## config.mk

```make
export PLATFORM = sky130hd
export DESIGN_NAME = mul_arbiter
export DESIGN_NICKNAME = d
export VERILOG_FILES = /design/src/rtl/mul_arb_pkg.sv /design/src/rtl/mul_arb_port.sv /design/src/rtl/mul_arbiter.sv
export SDC_FILE = /design/constraint.sdc
export NUM_CORES = 1
export LEC_CHECK = 0
export ABC_AREA = 0
export BUFFER_PORTS_ARGS = -buffer_cell sky130_fd_sc_hd__buf_2
export CORE_MARGIN = 2
export CORE_UTILIZATION = 40
export CTS_CLUSTER_SIZE = 10
export DETAILED_ROUTE_END_ITERATION = 16
export GPL_ROUTABILITY_DRIVEN = 0
export PLACE_DENSITY = 0.75
export SYNTH_ARGS = -nofsm -noshare
export SYNTH_HDL_FRONTEND = slang
export SYNTH_SLANG_ARGS = --single-unit
export TNS_END_PERCENT = 100
```

## constraint.sdc

```tcl
create_clock -name clock -period 2.1 [get_ports clock]
set_input_delay 0.42 -clock clock [delete_from_list [all_inputs] [get_ports clock]]
set_output_delay 0.42 -clock clock [all_outputs]
set_load 0.03 [all_outputs]
```

## src/rtl/mul_arb_pkg.sv

```systemverilog
// Shared types for the two-client multiplier arbiter: FSM states, client index, default width.

package mul_arb_pkg;

   localparam int MUL_ARB_W = 8;

   typedef enum logic [2:0] {
      ST_IDLE,
      ST_ISSUE,
      ST_RELEASE,
      ST_WAIT_OK,
      ST_WAIT_OKL
   } mul_arb_state_t;

   typedef enum logic {
      CLIENT_A = 1'b0,
      CLIENT_B = 1'b1
   } mul_arb_client_t;

endpackage

```

## src/rtl/mul_arb_port.sv

```systemverilog
// One client port: rfd drop on grant, product register with one-cycle ok pulse.
// rfd only rises after the result has been delivered and the client has let dav_ go high.

module mul_arb_port
   import mul_arb_pkg::*;
#(
   parameter int W = MUL_ARB_W
) (
   input  logic           clock,
   input  logic           reset_,
   input  logic           grant,
   input  logic           load,
   input  logic           dav_,
   input  logic [2*W-1:0] mul_m,
   output logic           rfd,
   output logic [2*W-1:0] m,
   output logic           ok
);

   logic done;

   always_ff @(posedge clock or negedge reset_) begin
      if (!reset_) begin
         rfd  <= 1'b1;
         done <= 1'b0;
         m    <= '0;
         ok   <= 1'b0;
      end else begin
         ok <= load;
         if (load) begin
            m    <= mul_m;
            done <= 1'b1;
         end
         // done is set on the load edge, so ok is already visible when the release fires
         if (grant) begin
            rfd  <= 1'b0;
            done <= 1'b0;
         end else if (done && dav_) begin
            rfd  <= 1'b1;
            done <= 1'b0;
         end
      end
   end

endmodule

```

## src/rtl/mul_arbiter.sv

```systemverilog
// Two-client arbiter sharing one dav_/rfd multiplier; grant lands one edge after a client is pending.
// Define MUL_ARB_FIXED_PRIO_EN for fixed A-over-B priority instead of round-robin.

module mul_arbiter
   import mul_arb_pkg::*;
#(
   parameter int W = MUL_ARB_W
) (
   input  logic           clock,
   input  logic           reset_,
   input  logic [W-1:0]   xa,
   input  logic [W-1:0]   ya,
   input  logic           dava_,
   output logic           rfda,
   output logic [2*W-1:0] ma,
   output logic           oka,
   input  logic [W-1:0]   xb,
   input  logic [W-1:0]   yb,
   input  logic           davb_,
   output logic           rfdb,
   output logic [2*W-1:0] mb,
   output logic           okb,
   output logic [W-1:0]   mul_x,
   output logic [W-1:0]   mul_y,
   output logic           mul_dav_,
   input  logic           mul_rfd,
   input  logic [2*W-1:0] mul_m,
   input  logic           mul_ok
);

   mul_arb_state_t  state, state_nxt;
   mul_arb_client_t sel, cur;
   logic            pend_a, pend_b, grant, load;
`ifndef MUL_ARB_FIXED_PRIO_EN
   mul_arb_client_t last_grant;
`endif

   assign pend_a = rfda & ~dava_;
   assign pend_b = rfdb & ~davb_;

   always_comb begin
`ifdef MUL_ARB_FIXED_PRIO_EN
      sel = pend_a ? CLIENT_A : CLIENT_B;
`else
      if (pend_a && pend_b)
         sel = (last_grant == CLIENT_A) ? CLIENT_B : CLIENT_A;
      else
         sel = pend_a ? CLIENT_A : CLIENT_B;
`endif
   end

   always_ff @(posedge clock or negedge reset_) begin
      if (!reset_) state <= ST_IDLE;
      else         state <= state_nxt;
   end

   always_comb begin
      state_nxt = state;
      grant     = 1'b0;
      load      = 1'b0;
      case (state)
         ST_IDLE: begin
            if (pend_a || pend_b) begin
               grant     = 1'b1;
               state_nxt = ST_ISSUE;
            end
         end
         ST_ISSUE:    if (!mul_rfd) state_nxt = ST_RELEASE;
         ST_RELEASE:  if (mul_rfd)  state_nxt = ST_WAIT_OK;
         ST_WAIT_OK: begin
            if (mul_ok) begin
               load      = 1'b1;
               state_nxt = ST_WAIT_OKL;
            end
         end
         ST_WAIT_OKL: if (!mul_ok)  state_nxt = ST_IDLE;
         default:     state_nxt = ST_IDLE;
      endcase
   end

   always_ff @(posedge clock or negedge reset_) begin
      if (!reset_) begin
         mul_x      <= '0;
         mul_y      <= '0;
         mul_dav_   <= 1'b1;
         cur        <= CLIENT_A;
`ifndef MUL_ARB_FIXED_PRIO_EN
         last_grant <= CLIENT_B;
`endif
      end else if (grant) begin
         mul_x      <= (sel == CLIENT_A) ? xa : xb;
         mul_y      <= (sel == CLIENT_A) ? ya : yb;
         mul_dav_   <= 1'b0;
         cur        <= sel;
`ifndef MUL_ARB_FIXED_PRIO_EN
         last_grant <= sel;
`endif
      end else if (state == ST_ISSUE && !mul_rfd) begin
         mul_dav_   <= 1'b1;
      end
   end

   mul_arb_port #(.W(W)) u_port_a (
      .clock  (clock),
      .reset_ (reset_),
      .grant  (grant && (sel == CLIENT_A)),
      .load   (load && (cur == CLIENT_A)),
      .dav_   (dava_),
      .mul_m  (mul_m),
      .rfd    (rfda),
      .m      (ma),
      .ok     (oka)
   );

   mul_arb_port #(.W(W)) u_port_b (
      .clock  (clock),
      .reset_ (reset_),
      .grant  (grant && (sel == CLIENT_B)),
      .load   (load && (cur == CLIENT_B)),
      .dav_   (davb_),
      .mul_m  (mul_m),
      .rfd    (rfdb),
      .m      (mb),
      .ok     (okb)
   );

endmodule

```

==> results of run 1 <==
## critical path, cell delays in order, from the launching register on
cell,delay [ps]
dfrtp_1,480
or3_1,400
a21o_1,390
a221o_1,380
## cells in the final DEF (no fill, tap or decap), drive strengths merged, types with 2 or more instances in the layout
master | netlist | final
clkinv | 0 | 3
o21ai | 3 | 3
nor3b | 2 | 2
mux2 | 32 | 32
or3 | 3 | 3
nor2 | 5 | 5
inv | 5 | 6
nor3 | 3 | 3
nand2b | 4 | 4
nor4b | 16 | 16
nor2b | 3 | 3
clkinvlp | 0 | 2
buf | 10 | 113
dfrtp | 56 | 56
a21oi | 7 | 7
clkbuf | 5 | 9
dfstp | 4 | 4
a221o | 16 | 16
## sequential cells by signal, indices dropped and copies added (netlist names), 3 cells and up
register and cells:
u_port_a.m 16, u_port_b.m 16, mul_x 8, mul_y 8
state 3
## cells by family (layout without fill, tap and decap cells)
kind of cell / count (synthesis) / in the layout
and+or+nand+nor: 40 / 40
buffers and inverters: 20 / 134
muxes: 32 / 32
AOI/OAI and AO/OA: 31 / 31
DFF: 60 / 60
## area by class of cell
| cell class | count | area [sq um] |
|---|---|---|
| well taps | 75 | 93.84 |
| multi-input cells | 103 | 898.4 |
| clock buffers | 9 | 123.9 |
| flip-flops and latches | 60 | 1506 |
| inverters | 5 | 18.77 |
| clock inverters | 7 | 76.32 |
| repair buffers | 113 | 583.1 |
| fillers | 531 | 2690 |
## final timing paths
path / startpoint / endpoint / slack [ps] / cells past startpoint
setup / recovery: state[1]$_DFFE_PN0P_ / mul_y[7]$_DFFE_PN0N_ / 330 / 3
hold / removal: reset_ / mul_x[1]$_DFFE_PN0N_ / 70 / 1
setup reg to reg: state[1]$_DFFE_PN0P_ / mul_y[7]$_DFFE_PN0N_ / 330 / 3
hold reg to reg: last_grant$_DFFE_PN1N_ / last_grant$_DFFE_PN1N_ / 480 / 2
max in group asynchronous: reset_ / u_port_a.m[6]$_DFFE_PN0P_ / 1310 / 2
min in group clock: xa[3] / mul_x[3]$_DFFE_PN0N_ / 330 / 2
## through the flow
step	area [sq um]	total power [uW]	utilization, %	hold WS, ps
floorplan	2516	3014	-	124.4
global placement	3100	3465	51.75	432.0
detailed placement	3100	3506	51.75	441.1
CTS	3301	4557	55.10	81.36
global route	3301	4771	55.10	104.8
finish	3301	4505	55.10	73.01
## routing by layer
layer,part of all wire (%),vias up
met3,3.2,2
met5,0,-
met1,45,959
li1,-,904
met4,0.69,0
met2,51,48
## where the power goes
group | internal, uW | switching (uW) | total [uW]
Combinational | 633 | 1100 | 1730
Clock | 553 | 473 | 1030
Sequential | 1520 | 225 | 1740
==> flow_metrics.env, run 1 <==
export IMPL_post_cts_buffers=0
export IMPL_first_global_vias=2071
export IMPL_syn_cell_area_sq_mm=0.002516
export IMPL_postRouteAntennaNets=0
export IMPL_p_per_area_mw_per_mm2=1365
export IMPL_cts_tree="yes"
export IMPL_yosysSeqAreaShare_pct=59.87
export IMPL_grt_max_degree=25
export IMPL_core_sq_mm=0.005991
export IMPL_numCtsBuffers=9
export IMPL_fin_setup_tns_ps=0
export IMPL_synth_async_reset_ratio_pct=100.0
export IMPL_drc=0
export IMPL_clock_sinks=60
export IMPL_yosysTopAreaCell="dfrtp_1"
export IMPL_setup_viol=0
export IMPL_synth_top_family_by_area="multiplexers"
export IMPL_cp_arrival_ps=1980
export IMPL_relSlewSlack_pct=58.02
export IMPL_cts_root_buf="clkbuf_8"
export IMPL_p_leak_uw=0.001687
export IMPL_yosysWarnings=0
export IMPL_die_area_sq_mm=0.006941
export IMPL_wl_per_cell_microns=15.49
export IMPL_peakVddDrop_uv=639.5
export IMPL_dieHeight_microns=83.31
export IMPL_clkTransAtPathRegs_ps=80
export IMPL_synthTopCellsByArea="dfrtp_1, mux2_2, a221o_1"
export IMPL_synth_distinct_cells=28
export IMPL_cp_data_required_time_ps=2300
export IMPL_synth_simple_area_share_pct=11.19
export IMPL_fp_dieW_microns=83.31
export IMPL_max_cap_violations=0
export IMPL_synth_xor_xnor_area_share_pct=0
export IMPL_grt_antenna_before_repair=0
export IMPL_syn_avg_cell_area_sq_um=13.75
export IMPL_overflow=0
export IMPL_worst_setup_path_start_kind="register"
export IMPL_cp_end_kind="register"
export IMPL_yosysMostFrequentCell="dfrtp_1"
export IMPL_clk_path_buf_depth=2
export IMPL_gr_usage_met1_pct=22.45
export IMPL_setup_slack_ps=328.3
export IMPL_hold_viol=0
export IMPL_synth_adder_area_share_pct=0
export IMPL_clock_latency_ps=320
export IMPL_synth_compound_area_share_pct=9.995
export IMPL_rsz0062_at_grt="false"
export IMPL_synth_edff_count=0
export IMPL_post_cts_resized=0
export IMPL_stdcell_count=372
export IMPL_fin_skew_ps=8.032
export IMPL_ys_flop_type="dfrtp_1"
export IMPL_layout_drive_gt1_share_pct=56.57
export IMPL_dr_first_iter_drc_count=101
export IMPL_grt_first_pass_wirelength_microns=10010
export IMPL_syn2layout_area_growth_pct=31.18
export IMPL_grt_busiest_layer="met2"
export IMPL_period_needed_ps=1772
export IMPL_dr_pass1_iters=4
export IMPL_rows=28
export IMPL_period_share_pct=84.37
export IMPL_critPathKind="register to register"
export IMPL_gr_usage_met3_pct=3.181
export IMPL_io_pins=107
export IMPL_pre_cts_slack_ps=331.0
export IMPL_antenna_cells=0
export IMPL_hpwl_microns=4002
export IMPL_drv_slew=0
export IMPL_cts_max_level=3
export IMPL_postCtsHoldBufs=0
export IMPL_start_util_pct=42.00
export IMPL_netlist_instances=183
export IMPL_synth_nets=237
export IMPL_finalWirelength_microns=5763
export IMPL_path_max_fanout=18
export IMPL_hp_class="input port to async pin"
export IMPL_viasPerCell=5.142
export IMPL_outcome="finished clean"
export IMPL_synth_commonest_cells="dfrtp_1, mux2_2, a221o_1, nor4b_1, a21oi_1"
export IMPL_synth_top_cell_area_share_pct=55.69
export IMPL_vias=1913
export IMPL_grt_util_all_layers_pct=17.64
export IMPL_timing_fmax_ghz=0.5644
export IMPL_ys_ff_latch=60
export IMPL_placed_cells=356
export IMPL_gr_usage_met2_pct=29.69
export IMPL_port_buffers=106
export IMPL_muxShareOfSynthArea_pct=14.32
export IMPL_finish_net_count=346
export IMPL_worst_pin_slew_ps=629.8
(Power assumes the default switching activity.)
==> run 2, diff against run 1 <==
--- a/config.mk
+++ b/config.mk
@@ -5,7 +5,7 @@
 export SDC_FILE = /design/constraint.sdc
 export NUM_CORES = 1
 export LEC_CHECK = 0
-export ABC_AREA = 0
+export ABC_AREA = 1
 export BUFFER_PORTS_ARGS = -buffer_cell sky130_fd_sc_hd__buf_2
 export CORE_MARGIN = 2
 export CORE_UTILIZATION = 40
==> constraint.sdc (replaced) <==
create_clock -name clock -period 1.7 [get_ports clock]
set_input_delay 0.34 -clock clock [delete_from_list [all_inputs] [get_ports clock]]
set_output_delay 0.34 -clock clock [all_outputs]
set_load 0.03 [all_outputs]
==> flow_metrics.env, run 2 <==
export IMPL_netlist_instances=276
export IMPL_cts_root_buf="clkbuf_8"
export IMPL_post_cts_buffers=0
export IMPL_synth_top_cell_area_share_pct=55.83
export IMPL_start_util_pct=41.90
export IMPL_die_area_sq_mm=0.006925
export IMPL_critPathKind="register to register"
export IMPL_clock_latency_ps=330
export IMPL_rows=28
export IMPL_p_switching_uw=2264
export IMPL_first_global_vias=2048
export IMPL_synth_nets=330
export IMPL_synth_async_reset_ratio_pct=100.0
export IMPL_fin_setup_tns_ps=0
export IMPL_worst_setup_path_start_kind="register"
export IMPL_finalWirelength_microns=5249
export IMPL_synthTopCellsByArea="dfrtp_1, nand2_1, a21oi_1"
export IMPL_path_max_fanout=21
export IMPL_clkTransAtPathRegs_ps=70
export IMPL_dr_first_iter_drc_count=53
export IMPL_wl_per_cell_microns=11.24
export IMPL_outcome="finished, violations left"
export IMPL_drv_slew=0
export IMPL_fp_dieW_microns=83.22
export IMPL_yosysMostFrequentCell="nand2_1"
export IMPL_syn_avg_cell_area_sq_um=9.094
export IMPL_syn2layout_area_growth_pct=33.60
export IMPL_yosysWarnings=0
export IMPL_muxShareOfSynthArea_pct=0
export IMPL_synth_simple_area_share_pct=23.98
export IMPL_stdcell_count=467
export IMPL_multiInputGateArea_sq_um=808.3
export IMPL_clk_path_buf_depth=2
export IMPL_io_pins=107
export IMPL_core_sq_mm=0.005991
export IMPL_dieHeight_microns=83.22
export IMPL_grt_max_degree=61
export IMPL_r2r_setup_slack_ps=230
export IMPL_placed_cell_area_sq_mm=0.003103
export IMPL_pre_cts_slack_ps=226.1
export IMPL_grt_util_all_layers_pct=16.07
export IMPL_ys_ff_latch=60
export IMPL_synth_commonest_cells="nand2_1, dfrtp_1, nor2_1, a21oi_1, inv_1"
export IMPL_drc=0
export IMPL_p_leak_uw=0.001874
export IMPL_postRouteAntennaNets=0
export IMPL_dr_pass1_iters=4
export IMPL_regArea_sq_mm=0.001506
export IMPL_violations="negative hold slack"
export IMPL_setup_slack_ps=230.7
export IMPL_pwr_share_comb_pct=36.8
export IMPL_sequentialPowerShare_pct=36.4
export IMPL_layout_drive_gt1_share_pct=35.20
export IMPL_p_int_uw=3599
export IMPL_overflow=0
export IMPL_hold_viol=7
export IMPL_grt_first_pass_wirelength_microns=8963
export IMPL_synth_distinct_cells=20
export IMPL_swShare_pct=38.61
export IMPL_yosysSeqAreaShare_pct=60.02
export IMPL_ys_flop_type="dfrtp_1"
export IMPL_synth_top_family_by_area="simple AND/OR/NAND/NOR gates"
export IMPL_clock_sinks=60
export IMPL_period_needed_ps=1469
export IMPL_numCtsBuffers=9
export IMPL_rsz0062_at_grt="false"
export IMPL_synth_xor_xnor_area_share_pct=0
export IMPL_fin_area_sq_mm=0.003353
export IMPL_postCtsHoldBufs=0
export IMPL_cp_data_required_time_ps=1950
export IMPL_synth_compound_area_share_pct=8.225
export IMPL_p_per_area_mw_per_mm2=1748
export IMPL_period_share_pct=86.43
export IMPL_timing_fmax_ghz=0.6806
export IMPL_post_cts_resized=0
export IMPL_fin_skew_ps=8.438
export IMPL_power_share_clock_pct=26.8
export IMPL_worst_pin_slew_ps=441.6
export IMPL_antenna_cells=0
export IMPL_synth_adder_area_share_pct=0
export IMPL_relSlewSlack_pct=70.49
export IMPL_hold_slack_ps=-17.62
export IMPL_viasPerCell=4.544
export IMPL_yosysTopAreaCell="dfrtp_1"
export IMPL_final_common_cell="buf_2"
export IMPL_syn_cell_area_sq_mm=0.002510
export IMPL_cp_arrival_ps=1720
export IMPL_vias=2122
export IMPL_placed_cells=451
export IMPL_hp_class="input port to async pin"
export IMPL_reg_largest_list="u_port_a.m x16, u_port_b.m x16"
export IMPL_cts_max_level=3
export IMPL_grt_antenna_before_repair=0
export IMPL_finish_net_count=441
export IMPL_cp_end_kind="register"
export IMPL_n_fill_cell=537
export IMPL_setup_viol=0
export IMPL_final_cell_mix="buf_2, nand2_1, dfrtp_1"
export IMPL_cts_tree="yes"
export IMPL_peakVddDrop_uv=1176
export IMPL_final_util_pct=55.97
export IMPL_synth_edff_count=0
export IMPL_port_buffers=106
export IMPL_hpwl_microns=3809
export IMPL_max_cap_violations=0
[run 2: cell types whose count changed after synthesis, sizes merged, moves of 16 or more]
cell	delta
nor4b	-16
a21oi	+29
a221o	-16
mux2	-32
inv	+24
nor2	+39
nand2	+67
nand3	+21
[run 2: final timing paths]
path                                   startpoint                endpoint  cells after the start
max in group asynchronous                  reset_    mul_dav_$_DFFE_PN1P_                      2
setup / recovery             state[0]$_DFFE_PN0P_    mul_y[0]$_DFFE_PN0N_                      7
min in group clock                          yb[3]    mul_y[3]$_DFFE_PN0N_                      3
hold reg to reg            last_grant$_DFFE_PN1N_  last_grant$_DFFE_PN1N_                      2
hold / removal                             reset_    mul_x[1]$_DFFE_PN0N_                      2
setup reg to reg             state[0]$_DFFE_PN0P_    mul_y[0]$_DFFE_PN0N_                      7
[run 2: metrics by stage]
stage	hold slack [ps]	total power, uW
6_report	-17.62	5862
5_1_grt	19.05	6234
4_1_cts	6.182	5936
3_5_place_dp	370.8	4341
3_3_place_gp	366.2	4290
2_1_floorplan	44.41	3697
[run 2: cell type report]
type / count / share of cell area, %
Clock buffer: 12 / 4.627
Clock inverter: 4 / 2.836
Inverter: 29 / 3.246
Multi-Input combinational cell: 177 / 24.10
Sequential cell: 60 / 44.93
Tap cell: 75 / 2.799
Timing Repair Buffer: 110 / 17.46
[run 2: critical path, stage by stage, from the launching register on]
cell	delay [ps]
dfrtp_1	440
nor2_2	150
nand2_2	100
inv_2	90
nand2_4	160
nor2_8	280
nand2_1	80
nand3_1	90
[run 2: cell families (layout without fill, tap and decap cells)]
| logic type | Yosys count | in the layout |
|---|---|---|
| buffers and inverters | 39 | 155 |
| and+or+nand+nor | 136 | 136 |
| AOI/OAI and AO/OA | 41 | 41 |
| DFF | 60 | 60 |
[run 2: power by group through the flow]
stage               sequential [uW]  combinational, uW  clock, uW
floorplan                      2920                773          0
global placement               2150               2140          0
detailed placement             2150               2190          0
CTS                            2140               2190       1610
global route                   2190               2370       1670
finish                         2140               2160       1570
[run 2: per-layer routing]
| layer | vias to the layer above | global-route usage, % | routed length (microns) |
|---|---|---|---|
| li1 | 1092 | - | - |
| met1 | 949 | 19.24 | 2296 |
| met2 | 71 | 26.76 | 2492 |
| met3 | 10 | 4.473 | 354 |
| met4 | 0 | 7.601 | 106 |
| met5 | - | 0 | 0 |
